===== src/rtl/led_cmd_pkg.sv =====
// Shared opcodes, FSM state encoding and pixel width for the LED command sequencer.
package led_cmd_pkg;

    localparam int unsigned PIX_W = 24;

    localparam logic [7:0] OP_NOP       = 8'h00;
    localparam logic [7:0] OP_SET_ADDR  = 8'h2A;
    localparam logic [7:0] OP_MEM_WRITE = 8'h2C;
    localparam logic [7:0] OP_REFRESH   = 8'h29;
    localparam logic [7:0] OP_SET_LEN   = 8'h2B;

    localparam logic [2:0] ST_IDLE    = 3'd0;
    localparam logic [2:0] ST_ADDR_HI = 3'd1;
    localparam logic [2:0] ST_ADDR_LO = 3'd2;
    localparam logic [2:0] ST_PIX     = 3'd3;
    localparam logic [2:0] ST_LEN_HI  = 3'd4;
    localparam logic [2:0] ST_LEN_LO  = 3'd5;
    localparam logic [2:0] ST_SKIP    = 3'd6;

endpackage


===== src/rtl/led_pix_pack.sv =====
// Assembles three consecutive data bytes into one {G,R,B} pixel; first byte lands in the MSBs.
module led_pix_pack
    import led_cmd_pkg::*;
(
    input  logic             SCLK,
    input  logic             Rst,
    input  logic             clear,
    input  logic             byte_en,
    input  logic [7:0]       byte_data,
    output logic             done_c,
    output logic [PIX_W-1:0] pixel_c
);

    logic [1:0] phase;
    logic [7:0] b0;
    logic [7:0] b1;

    // Phase counter and holding registers for the first two bytes
    always_ff @(posedge SCLK) begin
        if (Rst || clear) begin
            phase <= 2'd0;
            b0    <= 8'h00;
            b1    <= 8'h00;
        end else if (byte_en) begin
            case (phase)
                2'd0: begin
                    b0    <= byte_data;
                    phase <= 2'd1;
                end
                2'd1: begin
                    b1    <= byte_data;
                    phase <= 2'd2;
                end
                default: phase <= 2'd0;
            endcase
        end
    end

    assign done_c  = byte_en && !clear && (phase == 2'd2);
    assign pixel_c = {b0, b1, byte_data};

endmodule


===== src/rtl/led_cmd_ctrl.sv =====
// Command/data byte sequencer: pixel RAM writes, address pointer, refresh handshake.
// Define LED_CMD_CTRL_LEN_EN to accept SET_LEN (0x2B); otherwise led_len is fixed at DEPTH.
module led_cmd_ctrl
    import led_cmd_pkg::*;
#(
    parameter int unsigned DEPTH  = 256,
    parameter int unsigned ADDR_W = 8
) (
    input  logic              SCLK,
    input  logic              Rst,
    input  logic              byte_valid,
    input  logic [7:0]        byte_data,
    input  logic              byte_dc,
    output logic              ram_we,
    output logic [ADDR_W-1:0] ram_addr,
    output logic [PIX_W-1:0]  ram_wdata,
    output logic              refresh_req,
    input  logic              refresh_ack,
    output logic [15:0]       led_len,
    output logic              err
);

    localparam int unsigned VAL_W = 16;

    logic [2:0]        state;
    logic [2:0]        state_nxt;
    logic [ADDR_W-1:0] ptr;
    logic [7:0]        hi_byte;
    logic [VAL_W-1:0]  val_c;
    logic              cmd_c;
    logic              data_c;
    logic              addr_bad_c;
    logic              pix_clear;
    logic              pix_byte;
    logic              pix_done_c;
    logic [PIX_W-1:0]  pixel_c;
    logic              hi_ld;
    logic              addr_ld;
    logic              refresh_set;
    logic              err_nxt;
`ifdef LED_CMD_CTRL_LEN_EN
    logic              len_ld;
    logic              len_bad_c;
`endif

    assign cmd_c      = byte_valid & ~byte_dc;
    assign data_c     = byte_valid & byte_dc;
    assign val_c      = {hi_byte, byte_data};
    assign addr_bad_c = (17'(val_c) >= 17'(DEPTH));

    led_pix_pack u_pix_pack (
        .SCLK      (SCLK),
        .Rst       (Rst),
        .clear     (pix_clear),
        .byte_en   (pix_byte),
        .byte_data (byte_data),
        .done_c    (pix_done_c),
        .pixel_c   (pixel_c)
    );

    always_ff @(posedge SCLK) begin
        if (Rst) state <= ST_IDLE;
        else     state <= state_nxt;
    end

    // Next state and strobes; any command byte aborts the current sequence
    always_comb begin
        state_nxt   = state;
        pix_clear   = 1'b0;
        pix_byte    = 1'b0;
        hi_ld       = 1'b0;
        addr_ld     = 1'b0;
        refresh_set = 1'b0;
        err_nxt     = 1'b0;
`ifdef LED_CMD_CTRL_LEN_EN
        len_ld      = 1'b0;
`endif
        if (cmd_c) begin
            pix_clear = 1'b1;
            case (byte_data)
                OP_NOP:       state_nxt = ST_IDLE;
                OP_SET_ADDR:  state_nxt = ST_ADDR_HI;
                OP_MEM_WRITE: state_nxt = ST_PIX;
                OP_REFRESH: begin
                    state_nxt   = ST_IDLE;
                    refresh_set = 1'b1;
                end
`ifdef LED_CMD_CTRL_LEN_EN
                OP_SET_LEN:   state_nxt = ST_LEN_HI;
`endif
                default: begin
                    state_nxt = ST_SKIP;
                    err_nxt   = 1'b1;
                end
            endcase
        end else if (data_c) begin
            case (state)
                ST_ADDR_HI: begin
                    hi_ld     = 1'b1;
                    state_nxt = ST_ADDR_LO;
                end
                ST_ADDR_LO: begin
                    addr_ld   = 1'b1;
                    err_nxt   = addr_bad_c;
                    state_nxt = ST_IDLE;
                end
                ST_PIX:  pix_byte  = 1'b1;
                ST_SKIP: state_nxt = ST_SKIP;
`ifdef LED_CMD_CTRL_LEN_EN
                ST_LEN_HI: begin
                    hi_ld     = 1'b1;
                    state_nxt = ST_LEN_LO;
                end
                ST_LEN_LO: begin
                    len_ld    = 1'b1;
                    err_nxt   = len_bad_c;
                    state_nxt = ST_IDLE;
                end
`endif
                default: err_nxt = 1'b1;
            endcase
        end
    end

    // Pointer, RAM write port, refresh handshake and error pulse
    always_ff @(posedge SCLK) begin
        if (Rst) begin
            ptr         <= '0;
            hi_byte     <= 8'h00;
            ram_we      <= 1'b0;
            ram_addr    <= '0;
            ram_wdata   <= '0;
            refresh_req <= 1'b0;
            err         <= 1'b0;
        end else begin
            ram_we <= pix_done_c;
            err    <= err_nxt;
            if (hi_ld) hi_byte <= byte_data;
            if (pix_done_c) begin
                ram_addr  <= ptr;
                ram_wdata <= pixel_c;
                ptr       <= (ptr == ADDR_W'(DEPTH - 1)) ? '0 : ptr + ADDR_W'(1);
            end else if (addr_ld) begin
                ptr <= addr_bad_c ? '0 : ADDR_W'(val_c);
            end
            if (refresh_set)      refresh_req <= 1'b1;
            else if (refresh_ack) refresh_req <= 1'b0;
        end
    end

`ifdef LED_CMD_CTRL_LEN_EN
    assign len_bad_c = (val_c == '0) || (17'(val_c) > 17'(DEPTH));

    always_ff @(posedge SCLK) begin
        if (Rst)         led_len <= 16'(DEPTH);
        else if (len_ld) led_len <= len_bad_c ? 16'(DEPTH) : val_c;
    end
`else
    assign led_len = 16'(DEPTH);
`endif

endmodule

===== config.mk =====
export PLATFORM = sky130hd
export DESIGN_NAME = led_cmd_ctrl
export DESIGN_NICKNAME = d
export VERILOG_FILES = /design/src/rtl/led_cmd_pkg.sv /design/src/rtl/led_pix_pack.sv /design/src/rtl/led_cmd_ctrl.sv
export SDC_FILE = /design/constraint.sdc
export NUM_CORES = 1
export LEC_CHECK = 0
export ABC_AREA = 1
export CORE_UTILIZATION = 55
export CTS_CLUSTER_DIAMETER = 200
export DETAILED_ROUTE_END_ITERATION = 12
export GPL_TIMING_DRIVEN = 0
export PLACE_DENSITY = 0.84
export SYNTH_ARGS = -nofsm -noshare
export SYNTH_HDL_FRONTEND = slang
export SYNTH_SLANG_ARGS = --single-unit

===== constraint.sdc =====
create_clock -name SCLK -period 3.9 [get_ports SCLK]
set_clock_uncertainty 0.05 [all_clocks]
set_input_delay 0.585 -clock SCLK [delete_from_list [all_inputs] [get_ports SCLK]]
set_output_delay 0.585 -clock SCLK [all_outputs]
set_load 0.005 [all_outputs]

# [Word level (Yosys, flattened, before mapping)]
# Cells that the tools add are included.
[word_totals] word_cells=69 register_bits=72
[op_classes] magnitude_cmp=1 bitwise_logic=3 n_reduce_logical=16 addsub=1 mux=27 eq_ne=10
[ops] cell="two-way mux 8 bit" count=4
[ops] cell="== test 8 x 6 -> 1 bit, second input constant" count=3
[ops] cell="case mux 3 bit (3 select lines)" count=2
[ops] cell="two-way mux 1 bit" count=17
[ops] cell="greater-or-equal comparator 16 x 9 -> 1 bit, second input constant" count=1
[ops] cell="adder 8 x 1 -> 8 bit, second input constant" count=1
[ops] cell="== test 8 bit, second input constant" count=1
[ops] cell="zero test 8 bit" count=1
[ops] cell="== test 3 x 2 -> 1 bit, second input constant" count=2
[ops] cell="two-way mux 3 bit" count=2
[ops] cell="AND reduction 2 bit" count=3
[ops] cell="nonzero test 2 bit" count=3
[ops] cell="case mux 2 bit (2 select lines)" count=1
[ops] cell="nonzero test 4 bit" count=1
[ops] cell="OR reduction 4 bit" count=1
[ops] cell="== test 3 x 1 -> 1 bit, second input constant" count=1
[ops] cell="== test 3 bit, second input constant" count=1
[ops] cell="OR reduction 3 bit" count=1
[ops] cell="bitwise AND 1 bit" count=2
[ops] cell="== test 2 x 1 -> 1 bit, second input constant" count=1
[ops] cell="== test 2 bit, second input constant" count=1
[ops] cell="logical AND 1 bit" count=2
[ops] cell="zero test 2 bit" count=1
[ops] cell="case mux 1 bit (2 select lines)" count=1
[ops] cell="4 further kinds" count=4

# [Longest topological paths before layout]
# Gate-level depths: netlist of run 1.
[depth] word_depth=7 mapped_depth=9 ltp_nobuf=9

# [By module]
# Synthesis of run 1 repeated with hierarchy kept, for this count alone.
[hier_totals] cells_unflattened=478 area_unflattened_um2=3367.0
[by_module_without_submodules] mod="led_cmd_ctrl" cells_per_inst=354 n_inst=1 area_per_inst_um2=2499.9
[by_module_without_submodules] mod="led_pix_pack" cells_per_inst=124 n_inst=1 area_per_inst_um2=867.1

# [Worst setup path before layout of run 1]
# OpenSTA, ideal clock, no wires.
[synth_path] path_type="input to register" start="input byte_data[5]" end="register err" setup_ps=132 required_ps=3718 arrival_ps=1303 stages=6 n_path_buf=1 path_slack_ps=2415 cell_sequence="clkbuf_1 -> nand2_1 -> nor2_1 -> nand3b_1 -> nand3_1 -> a21oi_1"
[synth_between] elab_chain_len=4 word_cells_on_any_way=10
[synth_lines] item="from (decl)" line="led_cmd_ctrl.sv:12" text="input logic [7:0] byte_data,"
[synth_lines] item="greater-or-equal comparator 16 x 9 -> 1 bit (tied with other cells)" line="led_cmd_ctrl.sv:49" text="assign addr_bad_c = (17'(val_c) >= 17'(DEPTH));"
[synth_lines] item="case mux 1 bit (2 select lines) / OR reduction 4 bit (equally long branches)"
[synth_lines] item="two-way mux 1 bit, on equally long branches" line="led_cmd_ctrl.sv:96, led_cmd_ctrl.sv:80"
[synth_lines] item="two-way mux 1 bit *" line="led_cmd_ctrl.sv:78" text="if (cmd_c) begin"
[synth_lines] item="to (signal assigned)" line="led_cmd_ctrl.sv:137" text="err <= err_nxt;"
[synth_lines] item="to (decl)" line="led_cmd_ctrl.sv:20" text="output logic err"
# Mark *: on every way between the ends. The rest lies on a longest branch, timed or not.
# A chain may end at the register's enable or synchronous reset.

# [Worst setup path after layout of run 1]
[layout_path] start="input byte_valid" end="register ram_addr[0]"
[layout_between] elab_chain_len=5 word_cells_on_any_way=8
[layout_lines] item="from (decl)" line="led_cmd_ctrl.sv:11" text="input logic byte_valid,"
[layout_lines] item="bitwise AND 1 bit, on equally long branches" line="led_cmd_ctrl.sv:47, led_cmd_ctrl.sv:46"
[layout_lines] item="two-way mux 1 bit, on equally long branches" line="led_cmd_ctrl.sv:96, led_cmd_ctrl.sv:78"
[layout_lines] item="two-way mux 1 bit / zero test 1 bit (equally long branches)" line="led_cmd_ctrl.sv:78, led_pix_pack.sv:39"
[layout_lines] item="logical AND 1 bit * (2 in series)" line="led_pix_pack.sv:39" text="assign done_c = byte_en && !clear && (phase == 2'd2);"
[layout_lines] item="to (signal assigned)" line="led_cmd_ctrl.sv:140" text="ram_addr <= ptr;"
[layout_lines] item="to (decl)" line="led_cmd_ctrl.sv:15" text="output logic [ADDR_W-1:0] ram_addr,"
# Marks and branches as above.

==> flow_summary.json, run 1 <==
{
  "cts_setup_buffers": 0,
  "cp-end-kind": "register",
  "reg2reg_depth": 8,
  "gr-total-overflow": 0,
  "worst-endpoint-required_ns": 4.12,
  "syn_to_final_growth_pct": 24.1,
  "cts_buffers": 9,
  "start_util_pct": 57.9,
  "drtAntennaViolNets": 0,
  "crit_fanout": 10,
  "syn-cell-area_sq_mm": 0.00323,
  "ys_seq_area_share_pct": 44.7,
  "wl_per_cell_um": 13.4,
  "syn_inst": 447,
  "via_per_inst": 5.24,
  "drive_above_1_share_pct": 10.2,
  "grt_max_degree": 14,
  "n_fill_cell": 468,
  "antenna_found_initial": 0,
  "yosysUniqueCellTypes": 30,
  "rows": 27,
  "hp-class": "reg2reg",
  "cts_buffer_depth": 2,
  "startpoint_type": "primary input",
  "final-hold-violation-count": 0,
  "die_x_um": 78.6,
  "place_ws_ns": 1.58,
  "setup_ws_ns": 1.90,
  "r2r_start": "state[2]",
  "slew-limit-headroom_pct": 59.5,
  "synth_warnings": 0,
  "cts_root_buffer": "clkbuf_8",
  "die_h_um": 78.6,
  "core-area_sq_mm": 0.00557,
  "clock_latency_ns": 0.36,
  "gp_congestion": 0.910,
  "dr_total_vias": 3107,
  "worst_ep_arrival_time_ns": 2.22,
  "leakage_nw": 1.64,
  "finalSetupTns_ns": 0,
  "numPortBuffers": 44,
  "ioPinCount": 64,
  "synth_flop_cell": "dfxtp_1",
  "cts.repair.resized": 0,
  "htreeDepth": 3,
  "rrSetupSlack_ns": 2.33,
  "drt-total-wl_um": 7950,
  "whs_ns": 0.403,
  "grtUsageTotal_pct": 27.5,
  "cts_hold_buf": 0,
  "diodes": 0,
  "post-route-util_pct": 71.9,
  "finalSetupViolations": 0,
  "grt_pass1_wl_um": 12900,
  "power.total_mw": 1.42,
  "status": "complete, no violations",
  "final_cell_mix": "129 x nand2_1, 72 x dfxtp_1, 60 x a21oi_1",
  "drc_errors": 0,
  "post-dp-hpwl_um": 5520,
  "die_area_sq_mm": 0.00618,
  "path_clk_slew_ns": 0.08,
  "fmax_ghz": 0.500,
  "drv_slew": 0,
  "syn_area_per_cell_sq_um": 7.22,
  "period_share_pct": 51.3,
  "fin_nets": 530,
  "critical_path_class": "in2reg",
  "p_per_area_mw_per_mm2": 354,
  "grt_pass1_vias": 2799,
  "cts_tree": "yes",
  "crit_start": "byte_valid",
  "min_period_ns": 2.00,
  "r2r-end": "ram_addr[0]",
  "drt_iter0_drc": 262,
  "rsz0062_at_grt": "false",
  "synth_edf_count": 0,
  "cap_viol_max_count": 0,
  "drt-pass1-iter-count": 5,
  "ys_ff_latch": 72,
  "worst_pin_slew_ns": 0.605,
  "cts_num_sinks": 72,
  "ir_drop_uv": 234,
  "crit_end": "ram_addr[0]",
  "ys_async_sr_fraction_pct": 0,
  "final_common_cell": "nand2_1"
}
## cell type report
cell class              count  area, sq um  share of cell area (%)
plain buffers              36          250                    6.25
clock buffers              10          128                    3.19
clock inverters             6         67.6                    1.69
inverters                  33          124                    3.09
multi-input cells         320         1460                    36.6
flip-flops and latches     72         1440                    36.0
well taps                  72         90.1                    2.25
repair buffers             44          440                    11.0
## flip-flops by register name, summed over array words and instances (netlist names)
name / count
state: 3
u_pix_pack.phase: 2
refresh_req: 1
err: 1
u_pix_pack.b1: 8
ram_we: 1
ptr: 8
ram_wdata: 24
hi_byte: 8
ram_addr: 8
u_pix_pack.b0: 8
## kinds of logic (layout without fill, tap and decap cells)
group | after synthesis | count (layout) | synth area share [%]
AOI/OAI and AO/OA | 85 | 85 | 13.3
xor gates and xnor gates | 2 | 2 | 0.543
adders and majority gates | 1 | 1 | 0.388
buffers and inverters | 69 | 129 | 11.6
DFF | 72 | 72 | 44.7
other | 2 | 16 | 0.233
and+or+nand+nor | 216 | 216 | 29.2
## through the flow
stage | cells | area, sq um
6_report | 593 | 4010
5_1_grt | 593 | 4010
4_1_cts | 593 | 4010
3_5_place_dp | 577 | 3810
3_3_place_gp | 577 | 3810
2_1_floorplan | 461 | 3280
## worst min-delay path by stage
stage | to | slack [ns] | cells past startpoint | startpoint
finish | ram_wdata[19] | 0.40 | 2 | u_pix_pack.b0[3]
global route | ram_wdata[14] | 0.43 | 2 | u_pix_pack.b1[6]
CTS | ram_wdata[19] | 0.41 | 2 | u_pix_pack.b0[3]
detailed placement | ram_wdata[19] | 0.40 | 2 | u_pix_pack.b0[3]
global placement | ram_wdata[19] | 0.40 | 2 | u_pix_pack.b0[3]
floorplan | ram_wdata[10] | 0.39 | 2 | u_pix_pack.b1[2]
## synth_stat cells, types with 3 or more instances
master | number | area share [%]
a21oi_1 | 60 | 9.3
buf_4 | 16 | 3.7
buf_6 | 7 | 2.4
clkbuf_1 | 10 | 1.2
dfxtp_1 | 72 | 45
inv_1 | 30 | 3.5
nand2_1 | 129 | 15
nand2_2 | 3 | 0.58
nand3_1 | 19 | 2.9
nand3b_1 | 4 | 0.93
nand4_1 | 9 | 1.7
nor2_1 | 43 | 5.0
o21ai_0 | 13 | 2.0
o21ai_1 | 10 | 1.6
## per-layer routing
layer	global-route usage [%]	part of all wire [%]	vias up
met3	5.23	7.1	34
met5	0	0	-
met1	35.0	44	1412
met2	41.7	46	129
li1	-	-	1532
met4	19.3	3.8	0
## critical path, stage by stage
cell             delay, ns
clkdlybuf4s50_1       0.61
nand2_2               0.12
nor2_2                0.10
nand2_2               0.12
nor2_8                0.20
buf_6                 0.18
o21ai_1               0.10
a21oi_1               0.20
## power breakdown
group / internal, mW / switching, mW
logic: 0.0333 / 0.0520
registers: 0.738 / 0.00426
clock network: 0.298 / 0.294
total: 1.07 / 0.350
(Power assumes the default switching activity.)
==> run 2, diff against run 1 <==
- CORE_UTILIZATION: 55 -> 51
- PLACE_DENSITY: 0.84 -> 0.79
- clock period: 3.9 -> 1.9 ns (I/O delays scaled with it)
==> flow_summary.json, run 2 (synthesis gave the netlist of run 1 again) <==
{
  "status": "complete, no violations",
  "drv_slew": 0,
  "cts_tree": "yes",
  "top_register": "ram_wdata",
  "diodes": 0,
  "cts_buffers": 9,
  "cts.repair.resized": 0,
  "rsz0062_at_grt": "false",
  "worst_pin_slew_ns": 0.623,
  "p_switching_mw": 0.692,
  "swShare_pct": 22.0,
  "finalSetupTns_ns": 0,
  "wl_per_cell_um": 12.8,
  "worst_ep_arrival_time_ns": 1.86,
  "whs_ns": 0.329,
  "start_util_pct": 53.6,
  "gp_congestion": 0.885,
  "p_int_mw": 2.45,
  "hold_end": "u_pix_pack.b1[2]",
  "rrSetupSlack_ns": 0.34,
  "cap_viol_max_count": 0,
  "cts_setup_buffers": 0,
  "ioPinCount": 64,
  "syn_to_final_growth_pct": 25.5,
  "grt_pass1_wl_um": 12200,
  "drtAntennaViolNets": 0,
  "final_common_cell": "nand2_1",
  "leakage_nw": 1.66,
  "post-dp-hpwl_um": 5480,
  "path_clk_slew_ns": 0.07,
  "min-delay-start": "byte_data[2]",
  "seqPwrFrac_pct": 48.5,
  "crit_fanout": 10,
  "fmax_ghz": 0.589,
  "period_share_pct": 89.3,
  "power.share.clock_pct": 46.0,
  "min_period_ns": 1.70,
  "p_per_area_mw_per_mm2": 776,
  "startpoint_type": "primary input",
  "final_cell_mix": "129 x nand2_1, 72 x dfxtp_1, 60 x a21oi_1",
  "stdcell_count": 596,
  "htreeDepth": 3,
  "hp-class": "in2reg",
  "cts_root_buffer": "clkbuf_8",
  "dr_total_vias": 3043,
  "die_area_sq_mm": 0.00665,
  "power.total_mw": 3.14,
  "slew-limit-headroom_pct": 58.3,
  "worst-endpoint-required_ns": 2.06,
  "drt-total-wl_um": 7640,
  "p_comb_share_pct": 5.5,
  "setup_ws_ns": 0.203,
  "cts_num_sinks": 72,
  "post-place-cells": 580,
  "cp-end-kind": "register",
  "drt-pass1-iter-count": 4,
  "n_fill_cell": 546,
  "drt_iter0_drc": 230,
  "cts_buffer_depth": 2,
  "rows": 28,
  "place_ws_ns": -0.131,
  "largest_reg_flops": 24,
  "die_x_um": 81.5,
  "finalSetupViolations": 0,
  "core-area_sq_mm": 0.00603,
  "critical_path_class": "in2reg",
  "cts_hold_buf": 0,
  "reg2reg_depth": 7,
  "numPortBuffers": 44,
  "drc_errors": 0,
  "gr-total-overflow": 0,
  "antenna_found_initial": 0,
  "grt_pass1_vias": 2630,
  "final-hold-violation-count": 0,
  "grtUsageTotal_pct": 24.5,
  "r2r-end": "ram_addr[5]",
  "fin_nets": 530,
  "grt_max_degree": 13,
  "drive_above_1_share_pct": 10.2,
  "clock_latency_ns": 0.35,
  "die_h_um": 81.5,
  "via_per_inst": 5.11,
  "hold_depth": 3,
  "ir_drop_uv": 449,
  "r2r_start": "state[2]"
}
[run 2: power groups by stage]
stage	clock network (mW)	logic, mW	registers (mW)
floorplan	0	0.109	1.56
global placement	0	0.167	1.56
CTS	1.46	0.169	1.52
global route	1.52	0.191	1.52
detailed placement	0	0.169	1.56
finish	1.45	0.173	1.52
[run 2: worst max path at each step]
stage,depth (start not counted),start,endpoint
floorplan,6,u_pix_pack.phase[0],ram_wdata[4]
global placement,7,byte_valid,ram_wdata[2]
detailed placement,7,byte_valid,ram_addr[6]
CTS,7,byte_valid,ram_addr[5]
global route,7,byte_valid,ram_addr[6]
finish,7,byte_valid,ram_addr[5]
[run 2: worst max-delay path, stage by stage]
cell and delay [ns]:
clkdlybuf4s50_1 0.61, nand3_1 0.17, nor2_4 0.21, nand2_4 0.12
clkbuf_1 0.27, nand2_1 0.12, a21oi_1 0.07
[run 2: area by class of cell]
| type | count | area (sq um) | share of cell area, % |
|---|---|---|---|
| Buffer | 36 | 250 | 6.18 |
| Clock buffer | 10 | 128 | 3.15 |
| Clock inverter | 6 | 108 | 2.66 |
| Inverter | 33 | 124 | 3.06 |
| Multi-Input combinational cell | 320 | 1460 | 36.2 |
| Sequential cell | 72 | 1440 | 35.6 |
| Tap cell | 75 | 93.8 | 2.32 |
| Timing Repair Buffer | 44 | 440 | 10.9 |
[run 2: stage by stage]
step,util [%],cell area (sq um)
after global routing,67.2,4050
after global placement,63.3,3810
after CTS,67.2,4050
final,67.2,4050
after floorplan,-,3280
after detailed placement,63.3,3810
[run 2: routing by layer]
metal,vias to the layer above,global-route usage (%),part of all wire (%)
met1,1371,32.2,44
met4,0,13.2,2.3
met5,-,0,0
li1,1544,-,-
met3,20,4.22,6.3
met2,108,38.2,47
